===== src/rtl/cordic_atan_seq.sv =====
// cordic_atan_seq: arctangent constant source for the CORDIC vectoring datapath.
// Sequenced angle stream plus independent registered read port; define CORDIC_ATAN_ROUND_EN for round-half-up entries.
module cordic_atan_seq #(
    parameter int WORD_LENGTH = 16,
    parameter int ITERATIONS  = 16,
    parameter int IDX_W       = $clog2(ITERATIONS)
) (
    input  logic                   clk,
    input  logic                   rst,
    input  logic                   start,
    input  logic                   advance,
    output logic [WORD_LENGTH-1:0] angle,
    output logic [IDX_W-1:0]       index,
    output logic                   valid,
    output logic                   last,
    output logic                   busy,
    input  logic                   rd_en,
    input  logic [IDX_W-1:0]       rd_addr,
    output logic [WORD_LENGTH-1:0] rd_data,
    output logic                   rd_valid
);
    // Handshake: the entry on angle/index is live while valid=1 and is consumed on a rising
    // edge where advance=1; start (re)loads entry 0 and wins over advance in the same cycle.

    // floor(atan(2^-k) / (2*pi) * 2^32), k = 0..31
    localparam logic [31:0] ATAN_TABLE [32] = '{
        32'h20000000, 32'h12E4051D, 32'h09FB385B, 32'h051111D4,
        32'h028B0D43, 32'h0145D7E1, 32'h00A2F61E, 32'h00517C55,
        32'h0028BE53, 32'h00145F2E, 32'h000A2F98, 32'h000517CC,
        32'h00028BE6, 32'h000145F3, 32'h0000A2F9, 32'h0000517C,
        32'h000028BE, 32'h0000145F, 32'h00000A2F, 32'h00000517,
        32'h0000028B, 32'h00000145, 32'h000000A2, 32'h00000051,
        32'h00000028, 32'h00000014, 32'h0000000A, 32'h00000005,
        32'h00000002, 32'h00000001, 32'h00000000, 32'h00000000
    };

    localparam logic [IDX_W-1:0] LAST_IDX = IDX_W'(ITERATIONS - 1);

`ifdef CORDIC_ATAN_ROUND_EN
    localparam int          HALF_SH = (WORD_LENGTH < 32) ? 31 - WORD_LENGTH : 0;
    localparam logic [32:0] HALF    = (WORD_LENGTH < 32) ? (33'd1 << HALF_SH) : 33'd0;

    function automatic logic [WORD_LENGTH-1:0] entry(input logic [4:0] k);
        logic [32:0] sum;
        sum = {1'b0, ATAN_TABLE[k]} + HALF;
        if (sum[32]) return '1;
        return WORD_LENGTH'(sum >> (32 - WORD_LENGTH));
    endfunction
`else
    function automatic logic [WORD_LENGTH-1:0] entry(input logic [4:0] k);
        return WORD_LENGTH'(ATAN_TABLE[k] >> (32 - WORD_LENGTH));
    endfunction
`endif

    typedef enum logic {IDLE, RUN} state_t;
    state_t state;

    logic [IDX_W-1:0]       idx_next;
    logic [WORD_LENGTH-1:0] angle_next;

    assign idx_next   = index + 1'b1;
    assign angle_next = entry(5'(idx_next));
    assign busy       = valid;

    always_ff @(posedge clk or posedge rst) begin
        if (rst) begin
            state <= IDLE;
            index <= '0;
            angle <= '0;
            valid <= 1'b0;
            last  <= 1'b0;
        end else if (start) begin
            state <= RUN;
            index <= '0;
            angle <= entry(5'd0);
            valid <= 1'b1;
            last  <= 1'b0;
        end else if (state == RUN && advance) begin
            if (last) begin
                state <= IDLE;
                index <= '0;
                angle <= '0;
                valid <= 1'b0;
                last  <= 1'b0;
            end else begin
                index <= idx_next;
                angle <= angle_next;
                last  <= (idx_next == LAST_IDX);
            end
        end
    end

    // Read port runs independently of the sequencer; out-of-range addresses read as zero.
    always_ff @(posedge clk or posedge rst) begin
        if (rst) begin
            rd_data  <= '0;
            rd_valid <= 1'b0;
        end else begin
            rd_valid <= rd_en;
            if (rd_en) begin
                rd_data <= (int'(rd_addr) < ITERATIONS) ? entry(5'(rd_addr)) : '0;
            end
        end
    end

endmodule


===== config.mk =====
export PLATFORM = sky130hd
export DESIGN_NAME = cordic_atan_seq
export DESIGN_NICKNAME = d
export VERILOG_FILES = /design/src/rtl/cordic_atan_seq.sv
export SDC_FILE = /design/constraint.sdc
export NUM_CORES = 1
export LEC_CHECK = 0
export BUFFER_PORTS_ARGS = -buffer_cell sky130_fd_sc_hd__clkbuf_2
export CAP_MARGIN = 25
export CORE_UTILIZATION = 56
export DETAILED_ROUTE_END_ITERATION = 6
export PLACE_DENSITY = 0.88
export SETUP_SLACK_MARGIN = 0.5
export SLEW_MARGIN = 20
export SYNTH_ARGS = -nofsm -noshare
export SYNTH_HDL_FRONTEND = slang
export SYNTH_SLANG_ARGS = --single-unit

===== constraint.sdc =====
create_clock -name clk -period 6.05 [get_ports clk]
set_clock_uncertainty 0.2 [all_clocks]
set_input_delay 0.3025 -clock clk [delete_from_list [all_inputs] [get_ports clk]]
set_output_delay 0.3025 -clock clk [all_outputs]
set_load 0.02 [all_outputs]

==> impl_metrics.json, run 1 <==
{
  "met3_usage_pct": 6.77,
  "slew_violations": 0,
  "viasPerCell": 5.26,
  "drtIter0Drc": 52,
  "synth_top_area_share_pct": 47.1,
  "hold_class": "primary input to register",
  "cp_num_buf_inv": 0,
  "final_cells": 274,
  "cts_sinks": 35,
  "synthAdderAreaFrac_pct": 7.40,
  "vias": 1440,
  "rsz0062_at_grt": "no",
  "use_met1_pct": 31.7,
  "status": "complete, no violations",
  "grt_pass1_wl_um": 5690,
  "period_share_pct": 41.0,
  "yosysMostFrequentCell": "dfrtp_1",
  "cp_data_arrival_time_ps": 2520,
  "dp_cells": 265,
  "grt_antenna_before_repair": 0,
  "crit_required_ps": 6090,
  "cp-start-kind": "register",
  "fin_nets": 249,
  "synthMuxAreaShare_pct": 8.47,
  "synth_area_leader_cell": "dfrtp_1",
  "initial_utilization_pct": 60.0,
  "synthFlopType": "dfrtp_1",
  "core_um2": 3100,
  "synthSimpleGateAreaFrac_pct": 11.7,
  "port_buffers": 44,
  "worst_slew_pin_slew_ps": 968,
  "setup_slack_ps": 3570,
  "syn_avg_cell_area_um2": 10.0,
  "clock_path_buffers": 2,
  "path_class": "register to register",
  "die_h_um": 59.6,
  "postSynthCellCount": 186,
  "chipWidth_um": 59.6,
  "use_met2_pct": 31.6,
  "drt_wl_total_um": 3510,
  "hold_viol_final": 0,
  "clk_latency_ps": 340,
  "synth_xor_xnor_area_share_pct": 2.22,
  "synthTopCellsByArea": "dfrtp_1 (47%), ha_1 (7.4%), nand2_1 (5.0%)",
  "power_mw": 0.488,
  "crit_fanout": 13,
  "synth_compound_area_share_pct": 15.3,
  "peakVddDrop_uv": 126,
  "ios": 49,
  "powerDensity_nw_per_um2": 228,
  "gp_congestion": 0.879,
  "synth_top_family_by_area": "compound AO/OA/AOI/OAI gates",
  "synthTopCellsByCount": "dfrtp_1 (35), nand2_1 (25), inv_1 (17)",
  "gr-total-overflow": 0,
  "grt_pass1_vias": 1244,
  "crit_family": "XOR/XNOR gates",
  "root_buffer": "clkbuf_4",
  "ys.warnings.count": 0,
  "ys_ff_latch": 35,
  "synth_enable_flop_cells": 0,
  "yosys.cell_types.count": 38,
  "path_cells": "nand3_1 > xnor2_1 > mux4_2 > a22o_1",
  "top_usage_layer": "met1",
  "cp-end-kind": "register",
  "yosysSeqAreaShare_pct": 47.1,
  "tns_ps": 0,
  "path_clk_slew_ps": 100,
  "n_antenna_cell": 0,
  "fmax_mhz": 404,
  "finalSetupViolations": 0,
  "place_hpwl_um": 2470,
  "drive_above_1_share_pct": 26.1,
  "finalCriticalPeriod_ps": 2480,
  "drc": 0,
  "rows": 20,
  "maxCapViolations": 0,
  "tritoncts": "yes",
  "die-area_um2": 3560,
  "place_ws_ps": 3590,
  "ant_nets": 0,
  "wire_per_inst_um": 12.8,
  "slowest_delay_ps": 800,
  "groute.usage.overall_pct": 22.1,
  "drt-pass1-iter-count": 4,
  "area_growth_pct": 15.3,
  "cts_buffers": 5,
  "htree_levels": 2,
  "ys_async_sr_fraction_pct": 100,
  "max-slew-margin-rel_pct": 35.0,
  "p_leak_nw": 1.08,
  "syn_area_um2": 1860,
  "grt_max_degree": 36,
  "crit_slowest_cell": "xnor2_1"
}
## per-stage QoR
| step | hold WS [ps] | util, % | cell area, um2 |
|---|---|---|---|
| 6_report | 35.7 | 69.1 | 2140 |
| 5_1_grt | 48.2 | 69.1 | 2140 |
| 4_1_cts | 23.9 | 69.1 | 2140 |
| 3_5_place_dp | 199 | 67.2 | 2080 |
| 3_3_place_gp | 200 | 67.2 | 2080 |
| 2_1_floorplan | 134 | - | 1870 |
## final timing paths
check | start | to | cells past startpoint | slack (ps)
setup / recovery | index[0]$_DFFE_PP0P_ | angle[0]$_DFFE_PP0P_ | 4 | 3570
hold / removal | start | state$_DFFE_PP0P_ | 2 | 40
setup reg to reg | index[0]$_DFFE_PP0P_ | angle[0]$_DFFE_PP0P_ | 4 | 3570
hold reg to reg | angle[6]$_DFFE_PP0P_ | angle[6]$_DFFE_PP0P_ | 2 | 290
max in group asynchronous | rst | index[2]$_DFFE_PP0P_ | 4 | 4980
min in group asynchronous | rst | angle[11]$_DFFE_PP0P_ | 4 | 370
## cell usage in the layout, fill, tap and decap left out, types with 5 or more instances in the layout
cell,Yosys,layout
nand2_1,25,25
clkbuf_2,1,44
o21ai_0,12,12
nand3_1,6,6
a22o_1,7,7
inv_1,17,17
mux2i_1,9,9
a21oi_1,7,7
nor2_1,10,10
ha_1,11,11
clkbuf_4,0,5
dfrtp_1,35,35
## per-layer routing
metal | part of all wire [%] | vias to the layer above
li1 | - | 721
met1 | 51 | 669
met2 | 43 | 44
met3 | 5.0 | 6
met4 | 1.7 | 0
met5 | 0 | -
## kinds of logic (layout without fill, tap and decap cells)
family | Yosys count | count (layout)
adder cells (fa/ha/maj) | 11 | 11
XOR/XNOR | 3 | 3
buffers and inverters | 31 | 72
AO/OA/AOI/OAI | 43 | 43
other | 1 | 4
multiplexers | 13 | 13
AND/OR/NAND/NOR | 49 | 49
flip-flops | 35 | 35
## sequential cells by signal, summed over array words and instances (netlist names)
signal    cells
rd_data      14
rd_valid      1
index         4
state         1
last          1
angle        14
## where the power goes
group | switching (mW) | internal [mW]
registers | 0.0115 | 0.250
logic | 0.0691 | 0.0394
clock network | 0.0729 | 0.0452
## timing repair
action	CTS	global route
setup buffers	0	0
hold endpoints to repair	35	0
gates resized for setup	0	0
hold buffers	1	0
setup endpoints to repair	0	0
## layout make-up
cell class                      count  area [um2]
Inverter                           17        63.8
Tap cell                           44        55.1
Clock inverter                      1        5.00
Clock buffer                        7        45.0
Multi-Input combinational cell    123         855
Timing Repair Buffer               47         245
Sequential cell                    35         876
Fill cell                         244         958
(Power assumes the default switching activity.)
==> run 2, diff against run 1 <==
--- a/config.mk
+++ b/config.mk
@@ -7,9 +7,9 @@
 export LEC_CHECK = 0
 export BUFFER_PORTS_ARGS = -buffer_cell sky130_fd_sc_hd__clkbuf_2
 export CAP_MARGIN = 25
-export CORE_UTILIZATION = 56
+export CORE_UTILIZATION = 47
 export DETAILED_ROUTE_END_ITERATION = 6
-export PLACE_DENSITY = 0.88
+export PLACE_DENSITY = 0.79
 export SETUP_SLACK_MARGIN = 0.5
 export SLEW_MARGIN = 20
 export SYNTH_ARGS = -nofsm -noshare
==> constraint.sdc (replaced) <==
create_clock -name clk -period 2.2 [get_ports clk]
set_clock_uncertainty 0.2 [all_clocks]
set_input_delay 0.11 -clock clk [delete_from_list [all_inputs] [get_ports clk]]
set_output_delay 0.11 -clock clk [all_outputs]
set_load 0.02 [all_outputs]
==> run 2 against run 1 <==
  * Global-route usage decreased by 0.13 points
  * Fmax increased by 35%
  * Final cell count grew 8.8%
  * Register-to-register slack got worse by 3200 ps
  * Sequential power increased to 2.7 times the previous value
  * First-iteration DRC count grew 83%
  * Critical path type unchanged
==> impl_metrics.json, run 2 (synthesis gave the netlist of run 1 again) <==
{
  "powerDensity_nw_per_um2": 641,
  "chipWidth_um": 64.9,
  "root_buffer": "clkbuf_8",
  "vias": 1568,
  "r2r_end": "angle[1]$_DFFE_PP0P_",
  "hold_class": "primary input to register",
  "whs_endpoint": "rd_data[8]$_DFFE_PP0P_",
  "final_util_pct": 66.7,
  "place_hpwl_um": 2660,
  "drt-pass1-iter-count": 4,
  "status": "complete, no violations",
  "groute.usage.overall_pct": 22.0,
  "cp-end-kind": "register",
  "final_cells": 298,
  "grt_max_degree": 36,
  "drc": 0,
  "grt_antenna_before_repair": 0,
  "path_cells": "ha_4 > xnor2_4 > mux2i_2 > nand2_1 > a32o_1",
  "placed_area_um2": 2150,
  "core_um2": 3720,
  "clk_latency_ps": 290,
  "final_cell_area_um2": 2480,
  "top_regs": "angle (14), rd_data (14), index (4)",
  "slew_violations": 0,
  "layout_commonest_cell": "clkbuf_2",
  "setup_slack_ps": 362,
  "path_class": "register to register",
  "p_leak_nw": 1.21,
  "hp-start": "rd_addr[1]",
  "power_mw": 1.59,
  "ff2ff_path_depth": 5,
  "fmax_mhz": 544,
  "drt_wl_total_um": 4200,
  "cp_data_arrival_time_ps": 1820,
  "crit_fanout": 5,
  "place_ws_ps": 133,
  "crit_required_ps": 2180,
  "port_buffers": 44,
  "drive_above_1_share_pct": 35.6,
  "dp_cells": 271,
  "hold_slack_ps": 24.7,
  "clock_path_buffers": 2,
  "initial_utilization_pct": 50.1,
  "tns_ps": 0,
  "tritoncts": "yes",
  "rsz0062_at_grt": "yes",
  "min_delay_path_depth": 3,
  "grt_pass1_wl_um": 6890,
  "cts_buffers": 5,
  "cp-start-kind": "register",
  "area_growth_pct": 33.3,
  "cp_num_buf_inv": 0,
  "gr-total-overflow": 0,
  "drtIter0Drc": 95,
  "rr_startpoint": "index[1]$_DFFE_PP0P_",
  "path_clk_slew_ps": 70,
  "maxCapViolations": 0,
  "rows": 22,
  "hold_viol_final": 0,
  "ios": 49,
  "cts_sinks": 35,
  "finalSetupViolations": 0,
  "gp_congestion": 0.893,
  "regToRegSetupSlack_ps": 360,
  "wire_per_inst_um": 14.1,
  "crit_slowest_cell": "dfrtp_2",
  "n_antenna_cell": 0,
  "period_share_pct": 83.5,
  "htree_levels": 2,
  "viasPerCell": 5.26,
  "finalCriticalPeriod_ps": 1840,
  "die-area_um2": 4210,
  "grt_pass1_vias": 1475,
  "fin_nets": 269,
  "peakVddDrop_uv": 387,
  "crit_family": "flip-flops",
  "mostFrequentLayoutCells": "clkbuf_2 (44), dfrtp_1 (32), nand2_1 (25)",
  "slowest_delay_ps": 450,
  "die_h_um": 64.9,
  "ant_nets": 0
}
[run 2: changes by cell type in the layout (fill, tap and decap cells not counted), sizes merged]
cell	change
buf	+16
dlygate4sd3	+4
clkbuf	+1
clkinv	-1
[run 2: tightest hold or removal path, stage by stage]
cell and delay, ps:
clkbuf_2 160, mux2i_1 90, o22ai_1 110
[run 2: how the worst max path moves through the flow]
stage                                     from                    to  depth (start not counted)
final                     index[1]$_DFFE_PP0P_  angle[1]$_DFFE_PP0P_                          5
after global placement    index[0]$_DFFE_PP0P_  angle[1]$_DFFE_PP0P_                          5
after floorplan           index[1]$_DFFE_PP0P_  angle[0]$_DFFE_PP0P_                          4
after global routing      index[1]$_DFFE_PP0P_  angle[1]$_DFFE_PP0P_                          5
after CTS                 index[1]$_DFFE_PP0P_  angle[1]$_DFFE_PP0P_                          5
after detailed placement  index[1]$_DFFE_PP0P_  angle[1]$_DFFE_PP0P_                          5
[run 2: report_power, final]
group          internal [mW]  switching, mW
clock network          0.286          0.225
logic                  0.143          0.218
registers              0.690         0.0274
total                   1.12          0.471
[run 2: what timing repair did]
item / 4_1_cts / 5_1_grt
hold buffers: 5 / 0
pin swaps: 5 / 3
resized for setup: 9 / 8
setup endpoints to repair: 12 / 14
endpoints found under the hold margin: 38 / 0
buffers inserted: 11 / 3
[run 2: final cells by class]
type                            instances  area, um2
Tap cell                               48       60.1
Multi-Input combinational cell        123        957
Clock buffer                            8        100
Inverter                               17       66.3
Sequential cell                        35        880
Fill cell                             292       1240
Timing Repair Buffer                   67        417
[run 2: layer usage]
metal  global-route usage [%]  wire, um  vias up
met5                        0         0        -
met4                     9.44        93        0
met3                     7.39       247       11
met2                     31.4      1830       57
met1                     30.1      2030      743
li1                         -         -      757
